**config.mk**
```make
export PLATFORM = sky130hd
export DESIGN_NAME = pipeline_ctrl
export DESIGN_NICKNAME = d
export VERILOG_FILES = /design/src/rtl/cpu_types_pkg.sv /design/src/rtl/hazard_detect.sv /design/src/rtl/pipeline_ctrl.sv
export SDC_FILE = /design/constraint.sdc
export NUM_CORES = 1
export LEC_CHECK = 0
export ABC_CLOCK_PERIOD_IN_PS = 1900
export CORE_ASPECT_RATIO = 1.5
export CORE_MARGIN = 3
export CORE_UTILIZATION = 38
export DETAILED_ROUTE_END_ITERATION = 10
export HOLD_SLACK_MARGIN = 0.03
export PLACE_DENSITY = 0.75
export SKIP_LAST_GASP = 1
export SLEW_MARGIN = 10
export SYNTH_ARGS = -nofsm -noshare
export SYNTH_HDL_FRONTEND = slang
export SYNTH_SLANG_ARGS = --single-unit
```
**constraint.sdc**
```tcl
create_clock -name CLK -period 1.9 [get_ports CLK]
set_clock_uncertainty 0.15 [all_clocks]
set_input_delay 0.285 -clock CLK [delete_from_list [all_inputs] [get_ports CLK]]
set_output_delay 0.285 -clock CLK [all_outputs]
set_load 0.03 [all_outputs]
```
**src/rtl/cpu_types_pkg.sv**
```systemverilog
// Shared CPU types: register index width, control FSM states and the
// bundle of pipeline latch controls produced by the hazard/stall unit.
package cpu_types_pkg;

  typedef logic [4:0] regbits_t;

  typedef enum logic [1:0] {
    RUN    = 2'd0,
    DWAIT  = 2'd1,
    DRAIN  = 2'd2,
    HALTED = 2'd3
  } ctrl_state_t;

  // Order matches the bench-visible packing {pc, ifid, idex, exmem, memwb, ifid_flush, idex_flush}
  typedef struct packed {
    logic pc_en;
    logic ifid_en;
    logic idex_en;
    logic exmem_en;
    logic memwb_en;
    logic ifid_flush;
    logic idex_flush;
  } pipe_ctl_t;

  localparam pipe_ctl_t CTL_FREEZE  = '{1'b0, 1'b0, 1'b0, 1'b0, 1'b0, 1'b0, 1'b0};
  localparam pipe_ctl_t CTL_ADVANCE = '{1'b1, 1'b1, 1'b1, 1'b1, 1'b1, 1'b0, 1'b0};
  localparam pipe_ctl_t CTL_BRANCH  = '{1'b1, 1'b1, 1'b1, 1'b1, 1'b1, 1'b1, 1'b1};
  localparam pipe_ctl_t CTL_LOADUSE = '{1'b0, 1'b0, 1'b1, 1'b1, 1'b1, 1'b0, 1'b1};
  localparam pipe_ctl_t CTL_IMISS   = '{1'b0, 1'b1, 1'b1, 1'b1, 1'b1, 1'b1, 1'b0};
  localparam pipe_ctl_t CTL_DRAIN   = '{1'b0, 1'b1, 1'b1, 1'b1, 1'b1, 1'b1, 1'b1};

endpackage

```
**src/rtl/hazard_detect.sv**
```systemverilog
// Load-use hazard detector: a load in EX whose destination feeds an
// operand of the instruction sitting in ID. Register 0 never creates a hazard.
module hazard_detect
  import cpu_types_pkg::*;
(
  input  logic     idex_memread,
  input  regbits_t idex_rt,
  input  regbits_t ifid_rs,
  input  regbits_t ifid_rt,
  output logic     lu_hazard
);

  // Purely combinational compare of the load destination against both ID sources
  always_comb begin
    lu_hazard = idex_memread && (idex_rt != 5'd0) &&
                ((idex_rt == ifid_rs) || (idex_rt == ifid_rt));
  end

endmodule

```
**src/rtl/pipeline_ctrl.sv**
```systemverilog
// Pipeline stall/flush controller. Latch enables and flushes are decoded
// combinationally from the FSM state and the current hazard inputs; the FSM
// tracks data-memory waits, halt draining and the sticky halted condition,
// and a saturating counter records fetch-stall cycles.
module pipeline_ctrl
  import cpu_types_pkg::*;
#(
  parameter int CNT_W = 16
) (
  input  logic             CLK,
  input  logic             nRST,
  input  logic             ihit,
  input  logic             dmem_req,
  input  logic             dhit,
  input  logic             idex_memread,
  input  regbits_t         idex_rt,
  input  regbits_t         ifid_rs,
  input  regbits_t         ifid_rt,
  input  logic             branch_taken,
  input  logic             halt_ex,
  input  logic             halt_wb,
  output logic             pc_en,
  output logic             ifid_en,
  output logic             idex_en,
  output logic             exmem_en,
  output logic             memwb_en,
  output logic             ifid_flush,
  output logic             idex_flush,
  output logic             halt,
  output logic [CNT_W-1:0] stall_cycles
);

  localparam logic [CNT_W-1:0] CNT_ONE = {{(CNT_W-1){1'b0}}, 1'b1};

  ctrl_state_t state;
  pipe_ctl_t   ctl;
  logic        mem_stall;
  logic        lu_hazard;

  hazard_detect u_hazard_detect (
    .idex_memread (idex_memread),
    .idex_rt      (idex_rt),
    .ifid_rs      (ifid_rs),
    .ifid_rt      (ifid_rt),
    .lu_hazard    (lu_hazard)
  );

  assign mem_stall = dmem_req && !dhit;

  // Same-cycle control decode: reset freezes everything, memory stalls beat branches beat load-use beat fetch misses
  always_comb begin
    ctl = CTL_FREEZE;
    if (nRST) begin
      case (state)
        RUN, DWAIT: begin
          if (mem_stall)         ctl = CTL_FREEZE;
          else if (branch_taken) ctl = CTL_BRANCH;
          else if (lu_hazard)    ctl = CTL_LOADUSE;
          else if (!ihit)        ctl = CTL_IMISS;
          else                   ctl = CTL_ADVANCE;
        end
        DRAIN: begin
          if (mem_stall) ctl = CTL_FREEZE;
          else           ctl = CTL_DRAIN;
        end
        HALTED:  ctl = CTL_FREEZE;
        default: ctl = CTL_FREEZE;
      endcase
    end
  end

  assign pc_en      = ctl.pc_en;
  assign ifid_en    = ctl.ifid_en;
  assign idex_en    = ctl.idex_en;
  assign exmem_en   = ctl.exmem_en;
  assign memwb_en   = ctl.memwb_en;
  assign ifid_flush = ctl.ifid_flush;
  assign idex_flush = ctl.idex_flush;

  // Control FSM with registered halt flag and saturating stall counter; halt_ex waits out any memory stall
  always_ff @(posedge CLK) begin
    if (!nRST) begin
      state        <= RUN;
      halt         <= 1'b0;
      stall_cycles <= '0;
    end else begin
      if (((state == RUN) || (state == DWAIT)) && !ctl.pc_en && (stall_cycles != '1)) begin
        stall_cycles <= stall_cycles + CNT_ONE;
      end
      case (state)
        RUN, DWAIT: begin
          if (mem_stall)    state <= DWAIT;
          else if (halt_ex) state <= DRAIN;
          else              state <= RUN;
        end
        DRAIN: begin
          if (halt_wb) begin
            state <= HALTED;
            halt  <= 1'b1;
          end
        end
        HALTED: begin
          halt <= 1'b1;
        end
        default: begin
          state <= RUN;
          halt  <= 1'b0;
        end
      endcase
    end
  end

endmodule

```
==> results.json, run 1 <==
{
  "cts.clk_slew.worst_paths_ns": 0.08,
  "core-area_sq_mm": 0.00279,
  "hold_class": "reg -> reg",
  "synth-edff-count": 0,
  "comb_power_share": 0.381,
  "ir_worst_vdd_mv": 0.446,
  "syn2layout_area_growth_pct": 101,
  "grtUsageMet2": 0.463,
  "place_ws_ns": -0.630,
  "hold_depth": 2,
  "power_density_mw_per_mm2": 495,
  "busiest_layer": "met2",
  "grt_pass1_vias": 1561,
  "slew_violations": 0,
  "drt_first_pass_iters": 4,
  "hpwl_um": 2780,
  "yosysSeqAreaShare": 0.329,
  "final_common_cell": "buf_4",
  "crit_required_ns": 1.95,
  "die-height_um": 73.5,
  "synth_nets": 160,
  "stdcell_count": 266,
  "num_antenna_cells": 0,
  "period_minus_slack_ns": 2.04,
  "seq_power_share": 0.367,
  "avgViaCountPerCell": 5.55,
  "power_mw": 1.15,
  "cts_tree": "yes",
  "max_freq_mhz": 490,
  "internal_power_mw": 0.775,
  "cts_inserted_buffers": 3,
  "tightest_slew_ns": 0.444,
  "die-area_sq_mm": 0.00375,
  "cp.arrival_ns": 2.09,
  "start_util": 0.414,
  "antenna_found_initial": 0,
  "synth-seq-cells": 19,
  "slew-limit-headroom": 0.704,
  "post-place-cells": 247,
  "grt_max_degree": 17,
  "die_width_um": 51.0,
  "ios": 48,
  "status": "finished, violations left",
  "power_switching_mw": 0.371,
  "avgSynthCellArea_sq_um": 8.55,
  "cts_root_buf": "clkbuf_8",
  "setup_viol": 13,
  "grt.total_usage": 0.239,
  "met3_usage": 0.0284,
  "routed_wl_um": 4640,
  "overflow": 0,
  "grt_pass1_wl_um": 6840,
  "drc_errors": 0,
  "use_met1": 0.242,
  "clkPwrFrac": 0.252,
  "io_buffers": 47,
  "place.gp.congestion": 0.775,
  "detail-route-antenna-nets": 0,
  "postCtsHoldBufs": 0,
  "worstSkewPairLatency_ns": 0.26,
  "ff2ff_setup_slack_ns": -0.14,
  "synth_warnings": 0,
  "htree_levels": 1,
  "rsz0062_at_grt": "true",
  "final_cell_mix": "44 x buf_4, 17 x buf_6, 16 x clkdlybuf4s50_1, 12 x dfxtp_1, 11 x nor2_1",
  "synth.cell_area_sq_mm": 0.00115,
  "power_leakage_nw": 0.995,
  "wire_per_inst_um": 17.4,
  "drtIter0Drc": 36,
  "synthArstFlopShare": 0,
  "hold_violations": 0,
  "cp-start-kind": "register",
  "dpl_cell_area_sq_mm": 0.00193,
  "vias": 1477,
  "reg2reg_depth": 6,
  "synthDistinctLibCells": 40,
  "cts.sinks": 19,
  "cts_buffer_depth": 2,
  "path_max_fanout": 6,
  "violations": "setup timing",
  "fin_area_sq_mm": 0.00232,
  "setup_slack_ns": -0.141,
  "period_share": 1.07,
  "rows": 23,
  "path_class": "reg -> reg",
  "drive_above_1_share": 0.555,
  "ys.flop_type": "dfxtp_1",
  "holdWs_ns": 0.334,
  "synthCells": 135,
  "swShare": 0.324,
  "endpoint_kind": "register",
  "maxCapViolations": 0,
  "finish.net_count": 255
}
flip-flops by register name (all words and copies together), names as in the netlist:
name and cells:
halt 1, stall_cycles 16, state 2
logic make-up (layout without fill, tap and decap cells):
| group | Yosys count | after routing | share of synthesized area |
|---|---|---|---|
| xor+xnor | 17 | 17 | 0.129 |
| buf+inv | 8 | 101 | 0.0455 |
| mux | 1 | 1 | 0.00867 |
| compound gates | 28 | 28 | 0.184 |
| simple gates | 61 | 62 | 0.293 |
| fa+ha+maj | 1 | 1 | 0.0108 |
| flops | 19 | 19 | 0.329 |
layout make-up:
| class | count | area, sq um |
|---|---|---|
| clock inverters | 1 | 5.00 |
| multi-input cells | 109 | 992 |
| clock buffers | 3 | 41.3 |
| well taps | 37 | 46.3 |
| fillers | 163 | 474 |
| inverters | 3 | 11.3 |
| flip-flops and latches | 19 | 394 |
| repair buffers | 94 | 827 |
per-layer routing:
layer	part of all wire	vias up	wire length (um)
li1	-	681	-
met1	0.36	716	1660
met2	0.56	59	2590
met3	0.043	21	199
met4	0.039	0	182
met5	0	-	0
repair_timing:
| item | in CTS | in global routing |
|---|---|---|
| gates cloned | 1 | 0 |
| gates resized for setup | 102 | 31 |
| endpoints found under the setup margin | 23 | 22 |
| setup buffers | 12 | 4 |
| pin swaps | 32 | 26 |
Yosys cell counts (all sizes together), types with 2 or more instances:
master / n / area [sq um]
dfxtp: 19 / 380
nor2: 14 / 52.6
nand2: 11 / 48.8
xnor2: 11 / 96.3
a21oi: 10 / 50.1
nand3: 10 / 55.1
or4: 7 / 52.6
o31ai: 6 / 45.0
xor2: 6 / 52.6
and3: 5 / 33.8
buf: 4 / 37.5
inv: 3 / 11.3
o21ai: 3 / 15.0
nand4: 2 / 12.5
nor3: 2 / 10.0
o21a: 2 / 15.0
or2: 2 / 12.5
or3: 2 / 12.5
path summary, 6_finish.rpt:
path / start / to
setup / recovery: stall_cycles[7] / stall_cycles[11]
hold / removal: halt / halt
setup reg to reg: stall_cycles[7] / stall_cycles[11]
hold reg to reg: halt / halt
through the flow:
| step | util | setup TNS (ns) |
|---|---|---|
| 4_1_cts | 0.776 | -0.698 |
| 2_1_floorplan | - | -0.555 |
| 6_report | 0.830 | -1.36 |
| 5_1_grt | 0.830 | -2.24 |
| 3_3_place_gp | 0.690 | -10.37 |
| 3_5_place_dp | 0.690 | -11.54 |
worst max-delay path, cell delays in order (launching register included):
cell	delay, ns
dfxtp_2	0.33
and4_1	0.21
and3_4	0.18
a32oi_4	0.33
nand2_4	0.13
or4_4	0.51
a21oi_2	0.13
power by group through the flow:
| stage | clock network (mW) | logic (mW) | registers [mW] |
|---|---|---|---|
| 4_1_cts | 0.295 | 0.394 | 0.420 |
| 6_report | 0.289 | 0.437 | 0.420 |
| 3_5_place_dp | 0 | 0.332 | 0.428 |
| 5_1_grt | 0.308 | 0.464 | 0.421 |
| 2_1_floorplan | 0 | 0.148 | 0.449 |
| 3_3_place_gp | 0 | 0.321 | 0.427 |
Power figures use the tool's default switching activity.
==> inputs of run 2 (changes only) <==
--- a/config.mk
+++ b/config.mk
@@ -13,7 +13,7 @@
 export HOLD_SLACK_MARGIN = 0.03
 export PLACE_DENSITY = 0.75
 export SKIP_LAST_GASP = 1
-export SLEW_MARGIN = 10
+export SLEW_MARGIN = 30
 export SYNTH_ARGS = -nofsm -noshare
 export SYNTH_HDL_FRONTEND = slang
 export SYNTH_SLANG_ARGS = --single-unit
==> results of run 2 <==
Same layout as run 1: the final DEF is identical, and so are final timing and power.
